<file path="config.mk">
export PLATFORM = sky130hd
export DESIGN_NAME = codec_config_sequencer
export DESIGN_NICKNAME = d
export VERILOG_FILES = /design/src/rtl/codec_config_sequencer.sv
export SDC_FILE = /design/constraint.sdc
export NUM_CORES = 1
export LEC_CHECK = 0
export ABC_CLOCK_PERIOD_IN_PS = 2400
export BUFFER_PORTS_ARGS = -buffer_cell sky130_fd_sc_hd__buf_2
export CAP_MARGIN = 30
export CORE_MARGIN = 2
export CORE_UTILIZATION = 29
export CTS_BUF_LIST = sky130_fd_sc_hd__clkbuf_8
export DETAILED_ROUTE_END_ITERATION = 8
export GPL_TIMING_DRIVEN = 0
export PLACE_DENSITY = 0.49
export SLEW_MARGIN = 40
export SYNTH_ARGS = -nofsm -noshare
export SYNTH_HDL_FRONTEND = slang
export SYNTH_SLANG_ARGS = --single-unit
</file>
<file path="constraint.sdc">
create_clock -name clk -period 2.4 [get_ports clk]
set_input_delay 0.48 -clock clk [delete_from_list [all_inputs] [get_ports clk]]
set_output_delay 0.48 -clock clk [all_outputs]
set_load 0.01 [all_outputs]
</file>
<file path="src/rtl/codec_config_sequencer.sv">
// codec_config_sequencer: walks the WM8731 init table over a single-transaction I2C engine,
// retrying NACKed writes and spacing commands, then arbitrates runtime writes in DONE.
module codec_config_sequencer #(
    parameter logic [6:0] DEV_ADDR   = 7'h1A,
    parameter int         NUM_CMDS   = 7,
    parameter int         GAP_CYCLES = 16,
    parameter int         RESET_WAIT = 1024,
    parameter int         MAX_RETRY  = 3
) (
    input  logic        clk,
    input  logic        rst,
    input  logic        start,
    output logic        cmd_valid,
    input  logic        cmd_ready,
    output logic [6:0]  i2c_addr,
    output logic [15:0] cmd_word,
    input  logic        xfer_done,
    input  logic        xfer_nack,
    input  logic        wr_valid,
    input  logic [15:0] wr_word,
    output logic        wr_ready,
    output logic        init_done,
    output logic        init_error,
    output logic        busy,
    output logic [2:0]  cmd_index
);
    localparam int MAX_CNT = (GAP_CYCLES + RESET_WAIT > MAX_RETRY) ? GAP_CYCLES + RESET_WAIT : MAX_RETRY;
    localparam int CW = $clog2(MAX_CNT + 1);
    localparam logic [CW-1:0] GAP_LD = CW'(GAP_CYCLES - 1);
    localparam logic [CW-1:0] RST_LD = CW'(GAP_CYCLES + RESET_WAIT - 1);
    localparam logic [CW-1:0] RETRY_MAX = CW'(MAX_RETRY);
    localparam logic [15:0] SOFT_RESET = 16'h1E00;

    localparam logic [3:0] S_IDLE     = 4'd0;
    localparam logic [3:0] S_ISSUE    = 4'd1;
    localparam logic [3:0] S_WAIT     = 4'd2;
    localparam logic [3:0] S_GAP      = 4'd3;
    localparam logic [3:0] S_DONE     = 4'd4;
    localparam logic [3:0] S_ERROR    = 4'd5;
    localparam logic [3:0] S_RT_ISSUE = 4'd6;
    localparam logic [3:0] S_RT_WAIT  = 4'd7;
    localparam logic [3:0] S_RT_GAP   = 4'd8;

    logic [3:0]    state;
    logic [CW-1:0] gap_cnt;
    logic [CW-1:0] retry;
    logic          auto_start;
    logic          can_start;
    logic          rt;

    function automatic logic [15:0] init_word(input logic [2:0] i);
        case (i)
            3'd0:    init_word = 16'h1E00;
            3'd1:    init_word = 16'h0C0F;
            3'd2:    init_word = 16'h0E02;
            3'd3:    init_word = 16'h1000;
            3'd4:    init_word = 16'h0812;
            3'd5:    init_word = 16'h0A00;
            3'd6:    init_word = 16'h1201;
            default: init_word = 16'h0000;
        endcase
    endfunction

    assign i2c_addr  = DEV_ADDR;
    assign cmd_valid = state == S_ISSUE || state == S_RT_ISSUE;
    assign busy      = !(state == S_IDLE || state == S_DONE || state == S_ERROR);
    assign can_start = !busy && (start || auto_start);
    assign wr_ready  = state == S_DONE && wr_valid && !start;
    assign rt        = state == S_RT_WAIT;

    // auto_start makes the first clock after reset release act as a start pulse
    always_ff @(posedge clk or posedge rst) begin
        if (rst) begin
            state      <= S_IDLE;
            gap_cnt    <= '0;
            retry      <= '0;
            auto_start <= 1'b1;
            cmd_word   <= '0;
            cmd_index  <= '0;
            init_done  <= 1'b0;
            init_error <= 1'b0;
        end else begin
            auto_start <= 1'b0;
            if (can_start) begin
                state      <= S_ISSUE;
                cmd_index  <= '0;
                cmd_word   <= init_word(3'd0);
                retry      <= '0;
                init_done  <= 1'b0;
                init_error <= 1'b0;
            end else begin
                case (state)
                    S_DONE: if (wr_valid) begin
                        state    <= S_RT_ISSUE;
                        cmd_word <= wr_word;
                        retry    <= '0;
                    end
                    S_ISSUE:    if (cmd_ready) state <= S_WAIT;
                    S_RT_ISSUE: if (cmd_ready) state <= S_RT_WAIT;
                    S_WAIT, S_RT_WAIT: if (xfer_done) begin
                        if (!xfer_nack) begin
                            state   <= rt ? S_RT_GAP : S_GAP;
                            retry   <= '0;
                            gap_cnt <= cmd_word == SOFT_RESET ? RST_LD : GAP_LD;
                            if (!rt) cmd_index <= cmd_index + 3'd1;
                        end else if (retry != RETRY_MAX) begin
                            state   <= rt ? S_RT_GAP : S_GAP;
                            retry   <= retry + 1'b1;
                            gap_cnt <= GAP_LD;
                        end else begin
                            state      <= S_ERROR;
                            init_error <= 1'b1;
                            init_done  <= 1'b0;
                        end
                    end
                    S_GAP: begin
                        if (gap_cnt != '0) gap_cnt <= gap_cnt - 1'b1;
                        else if (cmd_index == 3'(NUM_CMDS)) begin
                            state     <= S_DONE;
                            init_done <= 1'b1;
                        end else begin
                            state    <= S_ISSUE;
                            cmd_word <= init_word(cmd_index);
                        end
                    end
                    // a nonzero retry count here means the last runtime attempt was NACKed
                    S_RT_GAP: begin
                        if (gap_cnt != '0) gap_cnt <= gap_cnt - 1'b1;
                        else state <= retry == '0 ? S_DONE : S_RT_ISSUE;
                    end
                    default: ;
                endcase
            end
        end
    end
endmodule
</file>
# [Word level (Yosys, flattened, before mapping)]
# Cells that the tools add are included.
[totals] reg_bits=48 wordCells=124
[op_classes] add_sub_neg=3 reduce_logical=30 mux=48 bitwise_logic=1 eq_ne=34
[ops] cell="two-way mux 11 bit" count=10
[ops] cell="case mux 13 bit (7 select lines)" count=1
[ops] cell="two-way mux 16 bit" count=4
[ops] cell="case mux 11 bit (2 select lines)" count=2
[ops] cell="two-way mux 4 bit" count=10
[ops] cell="inequality test 3 bit (second input constant)" count=11
[ops] cell="case mux 16 bit (2 select lines)" count=1
[ops] cell="case mux 4 bit (6 select lines)" count=1
[ops] cell="two-way mux 3 bit" count=6
[ops] cell="equality test 16 x 13 -> 1 bit (second input constant)" count=1
[ops] cell="equality test 4 x 3 -> 1 bit (second input constant)" count=4
[ops] cell="AND reduction 4 bit" count=4
[ops] cell="equality test 3 bit (second input constant)" count=4
[ops] cell="adder 11 x 1 -> 11 bit (second input constant)" count=1
[ops] cell="zero test 11 bit" count=1
[ops] cell="two-way mux 1 bit" count=11
[ops] cell="inequality test 11 x 2 -> 1 bit (second input constant)" count=1
[ops] cell="nonzero test 11 bit" count=1
[ops] cell="subtractor 11 x 1 -> 11 bit (second input constant)" count=1
[ops] cell="nonzero test 3 bit" count=3
[ops] cell="equality test 4 x 2 -> 1 bit (second input constant)" count=2
[ops] cell="nonzero test 2 bit" count=4
[ops] cell="AND reduction 7 bit" count=1
[ops] cell="nonzero test 7 bit" count=1
[ops] cell="other kinds (19)" count=30

# [Logic depth before layout (Yosys ltp)]
[logic_depth] depth_word=7 ltp_mapped=9

# [Worst setup path before layout]
# OpenSTA, ideal clock, no wires.
[synth_path] path_type="register -> register" start="register cmd_index[0]" end="register cmd_word[10]" path_stages_with_launch=8 synth_period_minus_slack_ns=2.007 t_required_ns=2.273 setup_ns=0.127 setup_slack_ns=0.393 arrival_time_ns=1.880 cell_sequence="dfrtp_1 -> ha_1 -> ha_1 -> nand4bb_1 -> a21oi_1 -> o211ai_1 -> a211oi_1 -> a21oi_1"
[synth_via] elab_chain_len=6 elab_cells_between_ends=15
[synth_lines] element="start, declared" line="25" text="output logic [2:0] cmd_index"
[synth_lines] element="start signal, assigned" line="105" text="if (!rt) cmd_index <= cmd_index + 3'd1;"
[synth_lines] element="equality test 3 bit (tied with other cells)" line="52" text="case (i)"
[synth_lines] element="case mux 13 bit (7 select lines)" line="52"
[synth_lines] element="two-way mux 16 bit" line="118" text="else if (cmd_index == 3'(NUM_CMDS)) begin"
[synth_lines] element="two-way mux 16 bit" line="117" text="if (gap_cnt != '0) gap_cnt <= gap_cnt - 1'b1;"
[synth_lines] element="case mux 16 bit (2 select lines)" line="92" text="case (state)"
[synth_lines] element="two-way mux 16 bit" line="84" text="if (can_start) begin"
[synth_lines] element="end signal, assigned" line="87" text="cmd_word <= init_word(3'd0);"
[synth_lines] element="end signal, assigned" line="95" text="cmd_word <= wr_word;"
[synth_lines] element="end signal, assigned" line="123" text="cmd_word <= init_word(cmd_index);"
[synth_lines] element="end, declared" line="16" text="output logic [15:0] cmd_word,"
# Several ways; a longest one is shown, not always the timed one. The select of a mux whose other input is x is not followed.
# A chain may end at the register's enable or synchronous reset.

# [Worst setup path in the final report]
[layout_path] start="register state[1]" end="output port cmd_valid"
[layout_via] elab_chain_len=2 elab_cells_between_ends=3
[layout_lines] element="start, declared" line="44" text="logic [3:0] state;"
[layout_lines] element="start signal, assigned" line="102" text="state <= rt ? S_RT_GAP : S_GAP;"
[layout_lines] element="start signal, assigned" line="107" text="state <= rt ? S_RT_GAP : S_GAP;"
[layout_lines] element="start signal, assigned" line="129" text="else state <= retry == '0 ? S_DONE : S_RT_ISSUE;"
[layout_lines] element="equality test 4 x 1 -> 1 bit / equality test 4 x 3 -> 1 bit (equally long branches)" line="65" text="assign cmd_valid = state == S_ISSUE || state == S_RT_ISSUE;"
[layout_lines] element="logical OR 1 bit (*)" line="65"
[layout_lines] element="end, declared" line="13" text="output logic cmd_valid,"
# Every way passes the cells marked *; elsewhere a longest branch is shown, timed or not.

==> impl_metrics.env <==
export IMPL_initial_core_util_pct=29.4
export IMPL_synth_edf_count=0
export IMPL_crit_path_start_kind="register"
export IMPL_pin_count=54
export IMPL_max_slew_margin_pct=54.7
export IMPL_rsz0062_at_grt="no"
export IMPL_yosys_warnings=0
export IMPL_stdcell_count=557
export IMPL_rr_worst_depth=7
export IMPL_core_area_um2=10700
export IMPL_fill_cells=1152
export IMPL_cts_hold_buf=0
export IMPL_synthAdderAreaFrac_pct=4.30
export IMPL_ys_ff_latch=48
export IMPL_route_met3_wl_um=309
export IMPL_synthCells=355
export IMPL_synth_xor_area_share_pct=0.557
export IMPL_final_min_clock_period_ps=2220
export IMPL_worst_pin_slew_ps=674
export IMPL_muxShareOfSynthArea_pct=2.03
export IMPL_die_x_um=108
export IMPL_totalWireLength_mm=8.68
export IMPL_powerDensity_nw_per_um2=1060
export IMPL_setup_viol=0
export IMPL_critPathSlowestCell="dfrtp_2"
export IMPL_synth_compound_gate_area_share_pct=26.4
export IMPL_cts_buffers=5
export IMPL_area_growth_pct=17.9
export IMPL_cpMostUsedCell="buf_2"
export IMPL_route_detailed_drc=0
export IMPL_stdcell_area_um2=3710
export IMPL_status="completed"
export IMPL_top_layer_used="met4"
export IMPL_synth_top_area_share_pct=37.4
export IMPL_grt_pass1_vias=2978
export IMPL_crit_end="cmd_valid"
export IMPL_multi_input_area_um2=1770
export IMPL_grt_usage_pct=15.9
export IMPL_placed_area_um2=3590
export IMPL_async_flop_share_pct=100
export IMPL_clock_skew_ps=10.4
export IMPL_num_antenna_cells=0
export IMPL_clock_latency_ps=300
export IMPL_synth_cell_type_count=65
export IMPL_place_inst=548
export IMPL_worstPathCellList="buf_2 -> buf_2 -> nand2_1 -> nor2_1 -> a21oi_1 -> nor2_1 -> buf_2"
export IMPL_slew_viol_final=0
export IMPL_grt_first_pass_wirelength_mm=15.0
export IMPL_leakagePower_nw=1.67
export IMPL_startpoint="state[1]"
export IMPL_timing_fmax_mhz=451
export IMPL_vias_per_cell=5.30
export IMPL_yosysSeqAreaShare_pct=38.3
export IMPL_cts_sinks=48
export IMPL_nNetsFinal=450
export IMPL_hold_class="in -> async"
export IMPL_seq_area_um2=1200
export IMPL_cp_arrival_ps=1740
export IMPL_cp_depth=7
export IMPL_syn_avg_cell_area_um2=8.85
export IMPL_grt_max_degree=34
export IMPL_final_common_cell="buf_2"
export IMPL_r2r_slack_ps=180
export IMPL_place_congestion=0.855
export IMPL_synthesis_area_um2=3140
export IMPL_cts_root_buf="clkbuf_8"
export IMPL_crit_buf_inv=3
export IMPL_wl_met2_mm=4.07
export IMPL_dieArea_um2=11700
export IMPL_yosys_area_share_simple_pct=21.7
export IMPL_grt_overflow_total=0
export IMPL_period_share_pct=92.4
export IMPL_cp_max_fo=10
export IMPL_htreeDepth=2
export IMPL_firstDrtPassIters=4
export IMPL_hold_viol=0
export IMPL_postRouteAntennaNets=0
export IMPL_rows=38
export IMPL_clk_pin_slew_worst_paths_ps=90
export IMPL_yosysTopAreaCell="dfrtp_1"
export IMPL_ir_drop_mv=0.445
export IMPL_synth_top_family_by_area="compound AO/OA/AOI/OAI gates"
export IMPL_cpPeakStageDelay_ps=440
export IMPL_drt_iter0_drc=149
export IMPL_wl_per_cell_um=15.6
export IMPL_io_buffers=46
export IMPL_endpoint_kind="output port"
export IMPL_drive_gt1_share_pct=22.3
export IMPL_reg2reg_to="retry[7]"
export IMPL_dp_hpwl_mm=6.49
export IMPL_max_cap_violations=0
export IMPL_clk_path_buf_depth=2
export IMPL_wirelength_met1_mm=4.16
export IMPL_die_height_um=108
export IMPL_crit_type="reg -> out"
export IMPL_cts_tree="yes"
export IMPL_cp_top_family="buffers and inverters"
export IMPL_synth_flop_cell="dfrtp_1"
export IMPL_vias=2950
export IMPL_antenna_found_initial=0
export IMPL_final_cell_mix="buf_2, dfrtp_1, nor2_1, o31ai_1, nand2_1"
export IMPL_r2r_start="retry[0]"
export IMPL_ys_top_cells_by_area="dfrtp_1, o31ai_1, ha_1"
export IMPL_cp_required_ps=1920
[report_power, final]
part | switching, mW | internal, mW
combinational | 1.38 | 0.888
clock | 0.279 | 0.195
sequential | 0.175 | 0.998
total | 1.83 | 2.08
[worst register-to-register path, cell delays in order, from the launching register on]
cell	delay (ps)
dfrtp_1	430
ha_1	260
nor4bb_1	340
nand3_1	240
nor2_1	310
clkbuf_2	330
o31ai_1	150
o41ai_2	70
[area by class of cell]
type                    instances  share of cell area [%]
plain buffers                  30                    4.42
repair buffers                 49                    7.16
flip-flops and latches         48                    32.5
clock buffers                   5                    1.86
well taps                     140                    4.73
inverters                      12                    1.28
multi-input cells             271                    47.8
clock inverters                 2                   0.236
[flip-flops by register name, indices dropped and copies added (netlist names)]
register,cells
init_error,1
cmd_index,3
gap_cnt,11
state,4
retry,11
auto_start,1
init_done,1
cmd_word,16
[repair_timing]
action	CTS	global route
pin swaps	0	0
endpoints found under the setup margin	2	27
setup buffers	0	2
gates cloned	0	0
gates resized for setup	1	9
endpoints found under the hold margin	0	0
[cell usage after synthesis, drive strengths merged, types with 5 or more instances]
cell type and count:
buf 19, nor4 5, nand2b 6, dfrtp 47, nand2 24, a22o 7
clkbuf 11, nor2b 5, nor4b 5, o21ai 19, and3 6, o31ai 28
inv 12, nor2 30, a211oi 7, ha 10, a21oi 26, nor3 13
nand3 11
[cells by family (layout without fill, tap and decap cells)]
kind of cell,after synthesis,in the layout
multiplexers,6,6
adder cells (fa/ha/maj),11,11
flip-flops,48,48
AND/OR/NAND/NOR,126,126
buffers and inverters,42,98
other,2,8
AO/OA/AOI/OAI,118,118
XOR/XNOR,2,2
[per-stage QoR]
step | utilization, % | power [mW] | setup slack [ps] | TNS, ps | hold WS [ps]
after floorplan | - | 2.77 | 393 | 0 | 454
after global placement | 33.4 | 3.39 | -43.4 | -1970 | 481
after detailed placement | 33.6 | 3.42 | -3.55 | -3.55 | 423
after CTS | 34.3 | 3.89 | 15.2 | 0 | 96.8
after global routing | 34.6 | 4.27 | 3.37 | 0 | 99.7
final | 34.6 | 3.91 | 182 | 0 | 96.8
[worst min-delay path by stage]
stage	start	end	slack (ps)	cells after the start
after floorplan	gap_cnt[9]	gap_cnt[9]	450	1
after global placement	init_error	init_error	480	2
after detailed placement	rst	cmd_word[14]	420	2
after CTS	rst	cmd_word[14]	100	2
after global routing	rst	cmd_word[14]	100	2
final	rst	cmd_word[14]	100	2
[per-layer routing]
metal	vias to the layer above	track usage, %
li1	1440	-
met2	61	26.4
met4	0	4.58
met5	-	0
met3	11	2.65
met1	1438	21.4
Power figures use the tool's default switching activity.
